## config.mk

```make
export PLATFORM = sky130hd
export DESIGN_NAME = irq_encoder8
export DESIGN_NICKNAME = d
export VERILOG_FILES = /design/src/rtl/irq_encoder8_pkg.sv /design/src/rtl/irq_encoder8_prio_enc8.sv /design/src/rtl/irq_encoder8.sv
export SDC_FILE = /design/constraint.sdc
export NUM_CORES = 1
export LEC_CHECK = 0
export BUFFER_PORTS_ARGS = -buffer_cell sky130_fd_sc_hd__clkbuf_2
export CAP_MARGIN = 20
export CORE_MARGIN = 2
export CORE_UTILIZATION = 36
export DETAILED_ROUTE_END_ITERATION = 6
export MAX_ROUTING_LAYER = met4
export SYNTH_ARGS = -nofsm -noshare
export SYNTH_HDL_FRONTEND = slang
export SYNTH_SLANG_ARGS = --single-unit
```

## constraint.sdc

```tcl
create_clock -name clk -period 2.92 [get_ports clk]
set_input_delay 0.876 -clock clk [delete_from_list [all_inputs] [get_ports clk]]
set_output_delay 0.876 -clock clk [all_outputs]
set_load 0.02 [all_outputs]
```

## src/rtl/irq_encoder8_pkg.sv

```systemverilog
// -----------------------------------------------------------------------------
// irq_encoder8_pkg
// Shared definitions for the 8-line interrupt encoder and its priority encoder.
//   N_IRQ   : number of request lines
//   ID_W    : width of an encoded request index
//   state_t : presentation state (IDLE = nothing offered, PRESENT = offered)
//   id_to_onehot : expands an encoded index into a one-hot line vector
// -----------------------------------------------------------------------------
package irq_encoder8_pkg;

   localparam int N_IRQ = 8;
   localparam int ID_W  = 3;

   typedef enum logic [0:0] {
      IDLE    = 1'b0,
      PRESENT = 1'b1
   } state_t;

   function automatic logic [N_IRQ-1:0] id_to_onehot(input logic [ID_W-1:0] id);
      return {{(N_IRQ-1){1'b0}}, 1'b1} << id;
   endfunction

endpackage

```

## src/rtl/irq_encoder8_prio_enc8.sv

```systemverilog
// -----------------------------------------------------------------------------
// prio_enc8
// Combinational lowest-index-wins priority encoder, free of any interrupt
// specific behaviour so other blocks can reuse it.
// Ports:
//   i_req [7:0] : request vector, bit 0 has the highest priority
//   o_id  [2:0] : index of the lowest set bit (0 when no bit is set)
//   o_any       : at least one bit of i_req is set
// -----------------------------------------------------------------------------
module prio_enc8
   import irq_encoder8_pkg::*;
(
   input  logic [N_IRQ-1:0] i_req,
   output logic [ID_W-1:0]  o_id,
   output logic             o_any
);

   always_comb begin
      // NOTE: every output of an always_comb gets a default before any
      // conditional assignment, otherwise a path that skips the assignment
      // infers a latch.
      o_id  = '0;
      o_any = |i_req;
      // Scan from the top down so the lowest set index is the last writer.
      for (int i = N_IRQ - 1; i >= 0; i--) begin
         if (i_req[i]) begin
            o_id = ID_W'(i);
         end
      end
   end

endmodule

```

## src/rtl/irq_encoder8.sv

```systemverilog
// -----------------------------------------------------------------------------
// irq_encoder8
// Edge-detecting 8-line interrupt encoder. Rising edges on irq are latched
// into pending bits; the lowest-index pending line that is enabled by the mask
// is presented to a consumer with a valid/ack handshake.
// Ports:
//   clk               : clock, all state changes on the rising edge
//   rst               : synchronous active-high reset
//   irq        [7:0]  : request lines, index 0 = highest priority
//   en                : global enable for presenting requests
//   mask_we           : write strobe for the mask register
//   mask_wdata [7:0]  : value loaded into the mask on mask_we
//   ack               : consumer accepts the presented request
//   req_valid         : a request is presented
//   req_id     [2:0]  : index of the presented request
//   pending    [7:0]  : latched pending bits, independent of the mask
//   mask       [7:0]  : current mask register (1 = line enabled)
// Timing: a rise sampled at edge N is recorded at edge N, becomes pending at
// edge N+1 and is presented after edge N+2.
// -----------------------------------------------------------------------------
module irq_encoder8
   import irq_encoder8_pkg::*;
#(
   parameter logic [N_IRQ-1:0] RESET_MASK = 8'hFF
)(
   input  logic             clk,
   input  logic             rst,
   input  logic [N_IRQ-1:0] irq,
   input  logic             en,
   input  logic             mask_we,
   input  logic [N_IRQ-1:0] mask_wdata,
   input  logic             ack,
   output logic             req_valid,
   output logic [ID_W-1:0]  req_id,
   output logic [N_IRQ-1:0] pending,
   output logic [N_IRQ-1:0] mask
);

   // ---------------------------------------------------------------- state
   state_t             r_state;
   state_t             w_state_nxt;
   logic [N_IRQ-1:0]   r_irq_q;
   logic [N_IRQ-1:0]   r_rise;
   logic [N_IRQ-1:0]   r_pending;
   logic [N_IRQ-1:0]   r_mask;
   logic [ID_W-1:0]    r_req_id;

   // ---------------------------------------------------------------- wires
   logic [N_IRQ-1:0]   w_eligible;
   logic [ID_W-1:0]    w_enc_id;
   logic               w_enc_any;
   logic               w_grant;
   logic               w_ack_clr;
   logic [N_IRQ-1:0]   w_clr_vec;
   logic [N_IRQ-1:0]   w_pending_nxt;

   // Only masked-in pending lines compete; masked lines keep their pending
   // bit and join the competition as soon as they are unmasked.
   assign w_eligible = r_pending & r_mask;

   prio_enc8 u_prio_enc8 (
      .i_req (w_eligible),
      .o_id  (w_enc_id),
      .o_any (w_enc_any)
   );

   // Clearing the acknowledged line and setting from a recorded rise happen
   // on the same edge; OR-ing the rise in last makes the set win.
   assign w_clr_vec     = w_ack_clr ? id_to_onehot(r_req_id) : '0;
   assign w_pending_nxt = (r_pending & ~w_clr_vec) | r_rise;

   // ------------------------------------------------ FSM: state register
   always_ff @(posedge clk) begin
      // NOTE: sequential state is assigned with <= so every register samples
      // the values from before the edge, independent of statement order.
      if (rst) begin
         r_state <= IDLE;
      end else begin
         r_state <= w_state_nxt;
      end
   end

   // ------------------------------------------------ FSM: next state
   always_comb begin
      w_state_nxt = r_state;
      w_grant     = 1'b0;
      w_ack_clr   = 1'b0;
      case (r_state)
         IDLE: begin
            // An ack arriving here is deliberately ignored.
            if (en && w_enc_any) begin
               w_state_nxt = PRESENT;
               w_grant     = 1'b1;
            end
         end
         PRESENT: begin
            // The presented id is held (no preemption) until accepted or
            // withdrawn. Acceptance takes precedence over withdrawal when both
            // happen together, since the consumer has already taken it.
            if (ack) begin
               w_state_nxt = IDLE;
               w_ack_clr   = 1'b1;
            end else if (!en) begin
               w_state_nxt = IDLE;
            end
         end
         default: begin
            w_state_nxt = IDLE;
         end
      endcase
   end

   // ------------------------------------------------ FSM: outputs
   // Every output is driven straight from a register.
   always_comb begin
      req_valid = (r_state == PRESENT);
      req_id    = r_req_id;
      pending   = r_pending;
      mask      = r_mask;
   end

   // ------------------------------------------------ datapath registers
   always_ff @(posedge clk) begin
      if (rst) begin
         r_irq_q   <= '0;
         r_rise    <= '0;
         r_pending <= '0;
         r_mask    <= RESET_MASK;
         r_req_id  <= '0;
      end else begin
         // A level-held line produces exactly one rise; it must drop before
         // another event can be recorded.
         r_irq_q   <= irq;
         r_rise    <= irq & ~r_irq_q;
         r_pending <= w_pending_nxt;
         if (mask_we) begin
            r_mask <= mask_wdata;
         end
         // The id is captured only when a request is granted, so later mask
         // writes or new pending bits cannot disturb a presented request.
         if (w_grant) begin
            r_req_id <= w_enc_id;
         end
      end
   end

endmodule
```

---- After elaboration in Yosys (flattened, before gate mapping) ----
Index checks and enable logic that the tools add are counted.
storage, ports and cells
  word-level logic and storage cells ...... 32
  bits of input ports ..................... 21
  flip-flop bits (word level) ............. 36
  output and inout bits ................... 20
operators by class
  mux-type cells .......................... 16
  shift-type cells ........................ 1
  bitwise logic cells ..................... 7
  reduce and logical (&&, ||, !) cells .... 2
operator list
  kind                 number
  $and 8x8->8          3
  $mux 3               8
  $not 8->8            2
  $mux 8               1
  $or 8x8->8           1
  $reduce_or 8->1      1
  $shl 1x3->8 const A  1
  $mux 1               6
  $pmux 1 s2           1
  $logic_and 1x1->1    1
  $not 1->1            1

---- Depth between registers and ports, before layout ----
  depth in word-level cells ............... 9
  gate-level depth with buffers ........... 4
  depth with buffers taken out ............ 4

---- Cells and area by module ----
A second synthesis with hierarchy kept.
unflattened totals
  cells, all modules ...................... 134
  area total of the unflattened synthesis .. 1,368.8 um2
modules (own cells, without submodules)
  module        sequential area each (um2)  cells an instance  times used  area an instance (um2)
  irq_encoder8  720.7                       121                1           1,287.5
  prio_enc8     0.0                         13                 1           81.3

---- Worst setup path after synthesis ----
Ideal clock, no wire load.
  kind .................................... in2reg
  from .................................... input rst
  to ...................................... register r_req_id[1] (netlist: req_id[1])
  library setup time ...................... 0.137 ns
  stages on the path ...................... 3
  path slack .............................. 1.313 ns
  arrival time ............................ 1.470 ns
  path buffers ............................ 2
  data required time ...................... 2.783 ns
  cells stage by stage .................... buf_1 > clkbuf_1 > a211oi_1
RTL lines
  item                    line                 source
  start: declaration      irq_encoder8.sv:27   input logic rst,
  end signal: assignment  irq_encoder8.sv:142  r_req_id <= w_enc_id;
  end: declaration        irq_encoder8.sv:46   logic [ID_W-1:0] r_req_id;
No word-level cell between the ends.

---- Worst setup path after layout ----
  from .................................... register r_req_id[1] (netlist: req_id[1])
  to ...................................... output req_id[1]
RTL lines
  item              line                source
  end: declaration  irq_encoder8.sv:34  output logic [ID_W-1:0] req_id,
No word-level cell between the ends.

==> flow_summary.yaml <==
synthesis:
  synth_ff_type: "sky130_fd_sc_hd__dfxtp_1"
  postSynthCellCount: 128
  synth_commonest_cells: "36 x sky130_fd_sc_hd__dfxtp_1, 25 x sky130_fd_sc_hd__nor2b_1, 10 x sky130_fd_sc_hd__a21oi_1"
  synth-seq-cells: 36
  synth_largest_type_area_fraction_pct: 56.3
  async_reset_ff_share_pct: 0
  post_synth_xor_area_fraction_pct: 0
  dominant_combinational_cell_family_by_area_after_synthesis: "compound AO/OA/AOI/OAI gates"
  ys_top_cells_by_area: "sky130_fd_sc_hd__dfxtp_1 56%, sky130_fd_sc_hd__nor2b_1 12%, sky130_fd_sc_hd__a211o_1 6.2%"
  synth.yosys.seq_area_share_pct: 56.3
  netlist-cell-type-count: 24
  synth.largest_area_cell: "sky130_fd_sc_hd__dfxtp_1"
  multiplexer_fraction_of_the_synthesized_cell_area_pct: 0
  fraction_of_the_mapped_netlist_area_in_compound_gates_pct: 20.2
  synth_nets: 149
  post_synth_fa_ha_maj_area_fraction_pct: 0
  synth_simple_gate_area_share_pct: 19.8
  yosysMostFrequentCell: "sky130_fd_sc_hd__dfxtp_1"
  yosys_warnings: 0
  syn_area_um2: 1280
  number_of_flops_mapped_to_enable_cells_by_yosys: 0
  syn_avg_cell_area_um2: 10.0
global_route:
  track_usage_pct: 14.1
  gr-total-overflow: 0
  maximum_number_of_pins_on_one_net_before_global_route_repair: 30
  grt_antenna_before_repair: 0
  grt_first_pass_wirelength_um: 4230
  vias_in_the_first_global_route: 929
cts:
  clock_sink_count: 36
  cts_hold_buffers_added: 0
  clk_transition_reported_paths_ns: 0.10
  cts_setup_buffers: 0
  tritoncts: "yes"
  clk_root_buffer_cell: "sky130_fd_sc_hd__clkbuf_4"
  cts_made_buffers: 5
  number_of_resized_instances_in_the_post_cts_repair_step: 0
  cts_buffer_depth: 2
  clock_insertion_delay_worst_skew_ns: 0.33
  cts_h_tree_depth: 2
timing:
  final-max-slew-violation-count: 0
  setup_viol: 0
  finalWorstSetupSlack_ns: 1.05
  grt_setup_unrepaired: "false"
  finalCritPeriodShare_pct: 64.1
  max_slew_margin_pct: 62.1
  final_period_minus_worst_setup_slack_ns: 1.87
  totalNegativeSetupSlack_ns: 0
  skew_ns: 0.00742
  worst_pin_slew_ns: 0.568
  max_freq_mhz: 534
  hold_violations: 0
worst_setup_path:
  r2r_setup_slack_ns: 1.61
  worst-path-buf-inv: 1
  max_fanout_on_critical_path: 7
  critPathRequiredTime_ns: 2.04
  cp-end-kind: "output pin"
  crit_path_top_delay_cell: "sky130_fd_sc_hd__dfxtp_1"
  ff_to_ff_end: "req_id[0]$_SDFFE_PP0P_"
  critPathKind: "flop to output pin"
  critical_path.startpoint: "req_id[1]$_SDFFE_PP0P_"
  delay_heaviest_family_cp: "flip-flops"
  regToRegStartpoint: "pending[5]$_SDFF_PP0_"
  slowest_delay_ns: 0.46
  cp_data_arrival_time_ns: 1.00
  crit_path_end: "req_id[1]"
  cp_num_cells: 1
  critical_path.cell_chain: "clkbuf_2"
  worst_r2r_path_depth: 4
  worst_setup_path_start_kind: "flop"
die:
  io_pins: 41
  die_h_um: 63.6
  core_area_um2: 3360
  initial_core_util_pct: 38.1
  placement_rows: 21
  die-area_um2: 4050
  die_width_um: 63.6
final_layout:
  syn2layout_area_growth_pct: 23.5
  num-fill-cells: 363
  design_area_um2: 1580
  area_of_the_multi_input_gates_um2: 513
  register_area_um2: 721
  nNetsFinal: 192
  final_layout_size_suffix_gt1_share_pct: 29.1
  antennaDiodeCount: 0
flow_run:
  cap_violations: 0
power_and_ir_drop:
  powerDensity_nw_per_um2: 605
  p_leak_uw: 0.000677
  irDropWorstVdd_v: 0.000284
placement:
  weighted_congestion_reported_at_the_end_of_routability_driven_placement: 0.847
  dp_hpwl_um: 1840
  numPortBuffers: 40
  place_area_um2: 1520
  minimum_setup_slack_after_placement_ns: 1.12
routing:
  drc: 0
  drt_pre_antenna_iters: 4
  wl_met2_um: 1190
  vias_per_cell: 4.69
  finalWirelength_um: 2500
  detailroute.wirelength.met3_um: 135
  detail-route-antenna-nets: 0
  wire_per_inst_um: 11.4
  maxUsedRoutingLayer: "met4"
  first_iter_violations: 87
  met1_length_um: 1130
  vias: 1022
status:
  outcome: "completed"
min_path:
  hold_depth: 1
  worst_hold_path_type: "flop to flop"
==> flip-flops by register name (all words and copies together) (netlist names) <==
signal	cells
r_irq_q	8
req_id	3
mask	8
r_rise	8
pending	8
req_valid	1
==> cell usage in the layout (no fill, tap or decap) <==
master and instances:
sky130_fd_sc_hd__a21oi_1 10, sky130_fd_sc_hd__clkbuf_8 1, sky130_fd_sc_hd__nand2_1 8, sky130_fd_sc_hd__a31oi_1 1
sky130_fd_sc_hd__nand4_2 1, sky130_fd_sc_hd__nor2b_1 25, sky130_fd_sc_hd__a211oi_1 2, sky130_fd_sc_hd__clkbuf_1 2
sky130_fd_sc_hd__a22oi_1 2, sky130_fd_sc_hd__nand3b_1 1, sky130_fd_sc_hd__nand3_1 1, sky130_fd_sc_hd__nor2_1 2
sky130_fd_sc_hd__a22oi_2 2, sky130_fd_sc_hd__a211o_1 9, sky130_fd_sc_hd__nand2b_1 1, sky130_fd_sc_hd__inv_1 8
sky130_fd_sc_hd__o21ai_0 8, sky130_fd_sc_hd__nand4b_1 1, sky130_fd_sc_hd__clkbuf_4 5, sky130_fd_sc_hd__o21ai_2 1
sky130_fd_sc_hd__or3_1 2, sky130_fd_sc_hd__dfxtp_1 36, sky130_fd_sc_hd__nor3b_1 1, sky130_fd_sc_hd__clkbuf_2 40
sky130_fd_sc_hd__a32o_1 2
==> logic make-up after synthesis <==
group,count (synthesis)
simple gates,43
compound gates,37
flops,36
buf+inv,12
==> power breakdown <==
part	total (µW)	switching (µW)	internal (µW)
registers	553	28.6	524
clock network	266	147	119
logic	138	78.1	59.9
==> layout make-up <==
type	count	area share [%]
tap	46	3.64
timing repair buffer	40	12.7
inverter	8	1.90
clock buffer	8	3.72
sequential	36	45.6
multi-input combinational	80	32.5
==> routing by layer <==
layer	vias up	GRT usage, %
met3	5	6.07
met2	24	21.7
met5	-	-
met1	462	16.1
li1	531	-
met4	0	5.71
==> through the flow <==
| stage | utilization [%] | cells | power (µW) | hold WS [ns] |
|---|---|---|---|---|
| 6_report | 47.0 | 218 | 957 | 0.387 |
| 5_1_grt | 47.0 | 218 | 1020 | 0.402 |
| 3_5_place_dp | 45.2 | 210 | 703 | 0.374 |
| 3_3_place_gp | 45.2 | 210 | 700 | 0.372 |
| 2_1_floorplan | - | 128 | 651 | 0.367 |
| 4_1_cts | 47.0 | 218 | 975 | 0.389 |
==> worst min path at each step <==
stage / slack, ns / from / to
after floorplan: 0.37 / r_irq_q[0]$_SDFF_PP0_ / r_rise[0]$_SDFF_PP0_
after global placement: 0.37 / r_irq_q[7]$_SDFF_PP0_ / r_rise[7]$_SDFF_PP0_
after detailed placement: 0.37 / r_irq_q[4]$_SDFF_PP0_ / r_rise[4]$_SDFF_PP0_
after CTS: 0.39 / r_irq_q[4]$_SDFF_PP0_ / r_rise[4]$_SDFF_PP0_
after global routing: 0.40 / r_irq_q[4]$_SDFF_PP0_ / r_rise[4]$_SDFF_PP0_
final: 0.39 / r_irq_q[2]$_SDFF_PP0_ / r_rise[2]$_SDFF_PP0_
No activity file was read; power rests on OpenSTA's default activity.
